===== src/rtl/cosine_series.sv =====
// ----------------------------------------------------------------------------
// cosine_series
//   Iterative cos(x) evaluator using a truncated Taylor series in signed Q5.11.
//   One evaluation is started from IDLE. It squares x once and then runs
//   TERMS-1 pairs of multiply cycles. Each pair updates the running term and
//   adds it to, or subtracts it from, a saturating accumulator.
//
//   Parameters
//     TERMS   number of Taylor terms including the constant 1.0 (2..5)
//
//   Ports
//     clk     clock, all state changes on the rising edge
//     rst     synchronous active-high reset
//     start   begin an evaluation (sampled only while idle)
//     x       angle in radians, signed Q5.11
//     busy    high while an evaluation is running
//     done    one-cycle pulse when result has just been updated
//     result  cos(x), signed Q5.11, held until the next done
//
//   Optional feature
//     COSINE_RANGE_REDUCE_EN  when defined, angles outside [-pi, pi] are first
//                             folded into that range, one 2*pi step per cycle.
// ----------------------------------------------------------------------------
module cosine_series #(
    parameter int TERMS = 5
) (
    input  logic        clk,
    input  logic        rst,
    input  logic        start,
    input  logic [15:0] x,
    output logic        busy,
    output logic        done,
    output logic [15:0] result
);

`ifdef COSINE_RANGE_REDUCE_EN
    typedef enum logic [2:0] {IDLE, REDUCE, SQUARE, MULX, MULR, DONE} state_t;
`else
    typedef enum logic [2:0] {IDLE, SQUARE, MULX, MULR, DONE} state_t;
`endif

    localparam logic [15:0] ONE_Q = 16'd2048;
    localparam logic [2:0]  LAST_K = 3'(TERMS - 1);

    state_t      state_reg, state_next;
    logic [15:0] x_reg;
    logic [15:0] x2_reg;
    logic [15:0] term_reg;
    logic [15:0] acc_reg;
    logic [15:0] result_reg;
    logic [2:0]  k_reg;

    logic [15:0] term_x;
    logic [15:0] term_r;
    logic [15:0] acc_sum;
    logic        last_k;

    // Sign-magnitude Q5.11 multiply. The magnitude keeps product bits [26:11]
    // (truncated, wraps on overflow), then the sign is re-applied.
    function automatic logic [15:0] q_mul(input logic [15:0] a, input logic [15:0] b);
        logic [15:0] ma;
        logic [15:0] mb;
        logic [31:0] p;
        logic [15:0] m;
        ma = a[15] ? (~a + 16'd1) : a;
        mb = b[15] ? (~b + 16'd1) : b;
        p  = {16'd0, ma} * {16'd0, mb};
        p  = p >> 11;
        m  = p[15:0];
        return (a[15] ^ b[15]) ? (~m + 16'd1) : m;
    endfunction

    // Saturating signed add/subtract into the 16-bit accumulator range.
    function automatic logic [15:0] sat_addsub(input logic [15:0] a, input logic [15:0] b,
                                               input logic sub);
        logic [16:0] s;
        s = sub ? ({a[15], a} - {b[15], b}) : ({a[15], a} + {b[15], b});
        if (s[16] != s[15]) begin
            return s[16] ? 16'h8000 : 16'h7FFF;
        end
        return s[15:0];
    endfunction

    // Reciprocal factors 1/((2k-1)(2k)) for each series step.
    function automatic logic [15:0] r_const(input logic [2:0] k);
        case (k)
            3'd1:    return 16'd1024;
            3'd2:    return 16'd171;
            3'd3:    return 16'd68;
            3'd4:    return 16'd37;
            default: return 16'd0;
        endcase
    endfunction

`ifdef COSINE_RANGE_REDUCE_EN
    function automatic logic out_of_range(input logic [15:0] v);
        return ($signed(v) > 16'sd6434) || ($signed(v) < -16'sd6434);
    endfunction

    logic [15:0] x_adj;
    // One 2*pi fold toward zero.
    assign x_adj = ($signed(x_reg) > 16'sd6434) ? (x_reg - 16'd12868) : (x_reg + 16'd12868);
`endif

    assign term_x  = q_mul(term_reg, x2_reg);
    assign term_r  = q_mul(term_reg, r_const(k_reg));
    // Odd steps subtract, even steps add (alternating Taylor signs).
    assign acc_sum = sat_addsub(acc_reg, term_r, k_reg[0]);
    assign last_k  = (k_reg == LAST_K);

    always_comb begin
        state_next = state_reg;
        case (state_reg)
            IDLE: begin
                if (start) begin
`ifdef COSINE_RANGE_REDUCE_EN
                    state_next = out_of_range(x) ? REDUCE : SQUARE;
`else
                    state_next = SQUARE;
`endif
                end
            end
`ifdef COSINE_RANGE_REDUCE_EN
            REDUCE: begin
                if (!out_of_range(x_adj)) begin
                    state_next = SQUARE;
                end
            end
`endif
            SQUARE:  state_next = MULX;
            MULX:    state_next = MULR;
            MULR:    state_next = last_k ? DONE : MULX;
            DONE:    state_next = IDLE;
            default: state_next = IDLE;
        endcase
    end

    always_ff @(posedge clk) begin
        if (rst) begin
            state_reg  <= IDLE;
            x_reg      <= 16'd0;
            x2_reg     <= 16'd0;
            term_reg   <= 16'd0;
            acc_reg    <= 16'd0;
            result_reg <= 16'd0;
            k_reg      <= 3'd0;
        end else begin
            state_reg <= state_next;
            case (state_reg)
                IDLE: begin
                    if (start) begin
                        x_reg <= x;
                    end
                end
`ifdef COSINE_RANGE_REDUCE_EN
                REDUCE: begin
                    x_reg <= x_adj;
                end
`endif
                SQUARE: begin
                    x2_reg   <= q_mul(x_reg, x_reg);
                    term_reg <= ONE_Q;
                    acc_reg  <= ONE_Q;
                    k_reg    <= 3'd1;
                end
                MULX: begin
                    term_reg <= term_x;
                end
                MULR: begin
                    term_reg <= term_r;
                    acc_reg  <= acc_sum;
                    if (last_k) begin
                        result_reg <= acc_sum;
                    end else begin
                        k_reg <= k_reg + 3'd1;
                    end
                end
                default: begin
                end
            endcase
        end
    end

    assign busy   = (state_reg != IDLE) && (state_reg != DONE);
    assign done   = (state_reg == DONE);
    assign result = result_reg;

endmodule

===== config.mk =====
export PLATFORM = sky130hd
export DESIGN_NAME = cosine_series
export DESIGN_NICKNAME = d
export VERILOG_FILES = /design/src/rtl/cosine_series.sv
export SDC_FILE = /design/constraint.sdc
export NUM_CORES = 1
export LEC_CHECK = 0
export CORE_AREA = 2 2 170 297
export CTS_BUF_LIST = sky130_fd_sc_hd__clkbuf_16
export DETAILED_ROUTE_END_ITERATION = 16
export DIE_AREA = 0 0 172 299
export PLACE_DENSITY = 0.65
export SLEW_MARGIN = 10
export SYNTH_ARGS = -nofsm -noshare
export SYNTH_HDL_FRONTEND = slang
export SYNTH_SLANG_ARGS = --single-unit

===== constraint.sdc =====
create_clock -name clk -period 14.7 [get_ports clk]
set_clock_uncertainty 0.05 [all_clocks]
set_input_delay 2.94 -clock clk [delete_from_list [all_inputs] [get_ports clk]]
set_output_delay 2.94 -clock clk [all_outputs]
set_load 0.01 [all_outputs]

==> run_results.csv, run 1 <==
group,metric,value,unit
placement,port_buffers,36,
global_route,antenna_found_initial,0,
placement,place_area,0.0255,sq mm
synth,avgSynthCellArea,8.38,sq um
timing,worst_pin_slew,1.25,ns
synth,synth.most_common_cell,"inv_1",
floorplan,dieHeight,299,microns
critical_path,end_kind,"flop",
cells_and_area,stdcell_area,0.0258,sq mm
routing,drt_first_iter_violations,945,
floorplan,ios,37,
cells_and_area,layout-drive-gt1-share,4.05,%
global_route,grt_pass1_vias,21424,
cells_and_area,ff_latch_area,0.00172,sq mm
outcome,outcome,"completed",
routing,via_per_inst,5.53,
synth,netlist_instances,2899,
synth,synthArstFlopShare,0,%
critical_path,worst_setup_path_start_kind,"flop",
floorplan,rows,108,
cells_and_area,layout.nets,3622,
critical_path,crit_family,"adder cells",
placement,hpwl,58.9,mm
routing,num_vias,19732,
min_path,min_path_type,"reg -> reg",
timing,setup_violations,0,
synth,synth_top_flop_cell,"dfxtp_1",
routing,avgRoutedWirePerCell,19.3,microns
cells_and_area,area_growth,6.30,%
cells_and_area,multi_input_area,0.0199,sq mm
power,p_per_area,54.4,mW/mm^2
timing,setup_tns,0,ns
critical_path,critPathKind,"reg -> reg",
timing,finalHoldViolCount,0,
synth,syn_area,0.0243,sq mm
synth,synth_edf_count,0,
floorplan,coreArea,0.0492,sq mm
synth,synth_warnings,0,
routing,drtAntennaViolNets,0,
cts,clkSinkCount,86,
timing,hold_slack,0.421,ns
timing,maxSlewViolCount,0,
power,p_leak,12.7,nW
cells_and_area,antenna_cells,0,
flow_run,max_cap_viol_count,0,
critical_path,crit_buf_inv,7,
cts,clkTransAtPathRegs,0.08,ns
global_route,grt_pass1_wl,111,mm
critical_path,cp.arrival,13.16,ns
synth,synth_area_leaders,"fa_1 35%, ha_1 14%, inv_1 9.6%",
synth,ys_top_cells_by_count,"624 x inv_1, 422 x fa_1, 347 x nand2_1",
power,ir_drop,0.0616,mV
synth,ys_ff_latch,86,
critical_path,crit_path_max_incr_delay,0.88,ns
floorplan,die_w,172,microns
synth,synthDistinctLibCells,92,
cts,htree_levels,3,
routing,wl,69.0,mm
critical_path,crit_required,14.92,ns
floorplan,dieArea,0.0514,sq mm
critical_path,crit_start,"k_reg[0]$_SDFFE_PP0P_",
placement,place_congestion,1.02,
critical_path,cp_max_fo,26,
power,power.total,1.41,mW
synth,synth_top_area_cell,"fa_1",
cts,ctsResizeCount,0,
synth,seq_area_frac_synth,7.08,%
global_route,gr-usage-all-layers,28.1,%
routing,drc,0,
critical_path,rr_endpoint,"result[8]$_SDFFE_PP0P_",
critical_path,r2r-start,"k_reg[0]$_SDFFE_PP0P_",
timing,period_share,88.0,%
cells_and_area,fillers,4778,
cts,cts_buffer_depth,2,
cts,post_cts_buffers,0,
cells_and_area,postLayoutCoreUtil,52.5,%
cts,postCtsHoldBufs,0,
cts,clock_latency,0.38,ns
critical_path,reg2regPathDepth,43,
cts,cts_buffers,9,
min_path,hold_start,"result[11]$_SDFFE_PP0P_",
timing,slew_headroom,16.6,%
global_route,grt_max_degree,61,
global_route,grt-ovfl-total,0,
critical_path,slowest_stage,"dfxtp_1",
critical_path,rrSetupSlack,1.76,ns
timing,grt_setup_unrepaired,"false",
timing,clock.fmax,77.3,MHz
floorplan,initial_core_util,49.4,%
min_path,whs_endpoint,"result[11]$_SDFFE_PP0P_",
min_path,min_path_cells,2,
cts,clock-root-buffer,"clkbuf_16",
timing,fin_crit,12.94,ns
synth,synth_top_cell_area_share,34.8,%
cts,cts_tree,"done",
routing,dr.pass1.iters,5,
[cell usage in the layout, fill, tap and decap left out, types with 46 or more instances in the layout]
cell	synthesis	layout
fa_1	422	422
xnor2_1	97	94
dfxtp_1	86	86
ha_1	276	276
xor2_1	65	63
buf_4	3	46
nand2_1	347	347
inv_1	624	624
a21oi_1	95	95
nor2_1	276	276
[how the worst max path moves through the flow]
stage,to,slack [ns],cells past startpoint
2_1_floorplan,result[10]$_SDFFE_PP0P_,3.89,42
4_1_cts,result[2]$_SDFFE_PP0P_,1.83,42
6_report,result[8]$_SDFFE_PP0P_,1.76,43
3_5_place_dp,result[8]$_SDFFE_PP0P_,1.90,42
3_3_place_gp,result[10]$_SDFFE_PP0P_,2.18,42
5_1_grt,result[2]$_SDFFE_PP0P_,0.81,43
[worst min-delay path: cells and delay by family, from the launching register on]
| kind | cells | cell delay [ns] |
|---|---|---|
| compound gates | 1 | 0.06 |
| flops | 1 | 0.34 |
| simple gates | 1 | 0.05 |
[metrics by stage]
step | setup slack (ns) | cells
final | 1.76 | 3570
after global routing | 0.806 | 3570
after floorplan | 3.89 | 2906
after CTS | 1.83 | 3570
after global placement | 2.18 | 3554
after detailed placement | 1.90 | 3554
[layout make-up]
cell class / instances / share of cell area (%)
clock buffer: 9 / 0.872
sequential: 86 / 6.66
clock inverter: 7 / 0.291
tap: 660 / 3.20
timing repair buffer: 82 / 2.71
multi-input combinational: 2094 / 77.1
inverter: 632 / 9.18
[per-layer routing]
| layer | global-route usage (%) | vias to the layer above | part of all wire (%) | wire, microns |
|---|---|---|---|---|
| met5 | 0 | - | 0 | 0 |
| met4 | 18.4 | 0 | 7.7 | 5320 |
| met3 | 2.21 | 262 | 3.3 | 2270 |
| met2 | 54.1 | 591 | 55 | 38200 |
| met1 | 28.3 | 9817 | 34 | 23200 |
| li1 | - | 9062 | - | - |
[cell families (layout without fill, tap and decap cells)]
| kind of cell | count (synthesis) | in the layout | share of synthesized area (%) |
|---|---|---|---|
| simple gates | 864 | 864 | 15.7 |
| flops | 86 | 86 | 7.08 |
| mux | 13 | 13 | 0.556 |
| xor+xnor | 166 | 166 | 6.20 |
| other cells | 2 | 9 | 0.0309 |
| fa+ha+maj | 698 | 698 | 49.0 |
| compound gates | 344 | 344 | 10.0 |
| buf+inv | 726 | 730 | 11.4 |
[power by group]
| part | switching (mW) | internal [mW] | total, mW |
|---|---|---|---|
| Sequential | 0.0253 | 0.249 | 0.274 |
| Clock | 0.122 | 0.120 | 0.243 |
| Combinational | 0.551 | 0.337 | 0.888 |
Power figures use the tool's default switching activity.
==> inputs of run 2 (changes only) <==
CORE_AREA = 2 2 219 382   (was 2 2 170 297)
DIE_AREA = 0 0 221 384   (was 0 0 172 299)
PLACE_DENSITY = not set   (was 0.65)
==> run 2 against run 1 <==
Critical path depth is 1 lower. Power increased by 0.86%. First-iteration DRC count down 6.0%. Global-route usage shrank 11 points. Final cell count rose by 11%. Critical path type unchanged.
==> run_results.csv, run 2 (synthesis results as in run 1) <==
group,metric,value,unit
global_route,use_met2,34.0,%
cts,post_cts_buffers,0,
global_route,grt_max_degree,61,
cts,cts_buffer_depth,2,
critical_path,worst_setup_path_start_kind,"flop",
cells_and_area,fillers,8621,
timing,clock.fmax,78.0,MHz
routing,via_per_inst,4.89,
placement,pre_cts_ws,2.03,ns
timing,setup_tns,0,ns
timing,fin_crit,12.82,ns
global_route,grt_pass1_vias,21327,
cells_and_area,area_growth,8.45,%
critical_path,r2r-start,"k_reg[0]$_SDFFE_PP0P_",
routing,avgRoutedWirePerCell,17.4,microns
cts,htree_levels,3,
cts,clock_latency,0.37,ns
outcome,outcome,"completed",
routing,drt_first_iter_violations,888,
floorplan,dieArea,0.0849,sq mm
floorplan,rows,139,
power,p_leak,12.8,nW
critical_path,critPathKind,"reg -> reg",
critical_path,crit_path_frequent_cell,"inv_1",
critical_path,slowest_stage,"dfxtp_1",
critical_path,crit_required,14.90,ns
placement,place_congestion,0.927,
routing,wl,69.2,mm
timing,finalHoldViolCount,0,
cells_and_area,layout-drive-gt1-share,4.15,%
global_route,use_met3,1.15,%
power,ir_drop,0.0994,mV
cts,clock-root-buffer,"clkbuf_16",
cells_and_area,final_common_cell,"inv_1",
critical_path,crit_buf_inv,7,
global_route,gr-usage-all-layers,16.7,%
critical_path,end_kind,"flop",
power,p_per_area,53.8,mW/mm^2
routing,dr.pass1.iters,7,
cts,ctsResizeCount,0,
floorplan,coreArea,0.0819,sq mm
critical_path,crit_family,"simple AND/OR/NAND/NOR gates",
global_route,grt-ovfl-total,0,
floorplan,initial_core_util,29.7,%
global_route,grt_pass1_wl,112,mm
cts,clkTransAtPathRegs,0.07,ns
floorplan,ios,37,
flow_run,max_cap_viol_count,0,
timing,period_share,87.2,%
critical_path,cp.arrival,13.02,ns
routing,num_vias,19460,
critical_path,crit_path_max_incr_delay,0.88,ns
timing,maxSlewViolCount,0,
timing,fin_ws,1.88,ns
global_route,antenna_found_initial,1,
cells_and_area,layout.nets,3632,
cts,postCtsHoldBufs,0,
timing,grt_setup_unrepaired,"false",
timing,setup_violations,0,
critical_path,rrSetupSlack,1.88,ns
cts,clkSinkCount,86,
global_route,met1_usage,16.0,%
floorplan,dieHeight,384,microns
routing,drc,0,
min_path,hold_start,"x2_reg[4]$_SDFFE_PP0P_",
timing,hold_slack,0.432,ns
cells_and_area,antenna_cells,0,
critical_path,crit_start,"k_reg[0]$_SDFFE_PP0P_",
min_path,min_path_type,"reg -> reg",
cts,cts_buffers,9,
critical_path,cp_max_fo,26,
placement,port_buffers,36,
timing,worst_pin_slew,1.29,ns
cts,cts_tree,"done",
placement,hpwl,59.9,mm
timing,slew_headroom,14.0,%
routing,drtAntennaViolNets,0,
global_route,busiest_layer,"met2",
floorplan,die_w,221,microns
cells_and_area,mostFrequentLayoutCells,"624 x inv_1, 422 x fa_1, 347 x nand2_1",
run 2: changes by cell type in the layout (fill, tap and decap cells not counted), moves of 2 or more:
cell and delta:
buf_4 +10, xnor2_2 -2, inv_8 -2, xor2_1 +2, xnor2_1 +2, xor2_2 -2
clkinv_4 -2
run 2: worst paths after layout:
path                             endpoint  cells after the start
hold reg to reg    x2_reg[4]$_SDFFE_PP0P_                      2
setup reg to reg  result[13]$_SDFFE_PP0P_                     42
hold / removal     x2_reg[4]$_SDFFE_PP0P_                      2
setup / recovery  result[13]$_SDFFE_PP0P_                     42
run 2: metrics by stage:
step | area (sq um) | total power, mW | util, % | cells
after floorplan | 24300 | 0.906 | - | 2906
after global placement | 26100 | 1.17 | 31.8 | 3961
after detailed placement | 26100 | 1.18 | 31.8 | 3961
after CTS | 26400 | 1.43 | 32.2 | 3976
after global routing | 26400 | 1.54 | 32.2 | 3976
final | 26400 | 1.42 | 32.2 | 3976
run 2: worst reg2reg max path, delay by kind of cell, from the launching register on:
kind            cells  cell delay, ns
simple gates       14            3.88
fa+ha+maj           9            3.49
compound gates      9            3.03
flops               1            0.88
buf+inv             7            0.72
xor+xnor            2            0.36
mux                 1            0.26
run 2: layer usage:
metal  share of wire (%)  routed length, microns
met5                   0                       0
met4                 7.0                    4820
met3                 2.9                    1990
met2                  57                   39200
met1                  34                   23300
run 2: cell type report:
| class | count | area (sq um) | area share (%) |
|---|---|---|---|
| inverters | 632 | 2370 | 9.00 |
| well taps | 1057 | 1320 | 5.02 |
| clock buffers | 9 | 225 | 0.854 |
| multi-input cells | 2094 | 19900 | 75.4 |
| flip-flops and latches | 86 | 1720 | 6.53 |
| clock inverters | 6 | 70.1 | 0.266 |
| repair buffers | 92 | 776 | 2.94 |
run 2: power by group:
group          total, mW  switching (mW)  internal [mW]  leakage (nW)
sequential         0.271          0.0223          0.249         0.698
combinational      0.904           0.561          0.343          11.9
clock              0.243           0.110          0.132         0.140
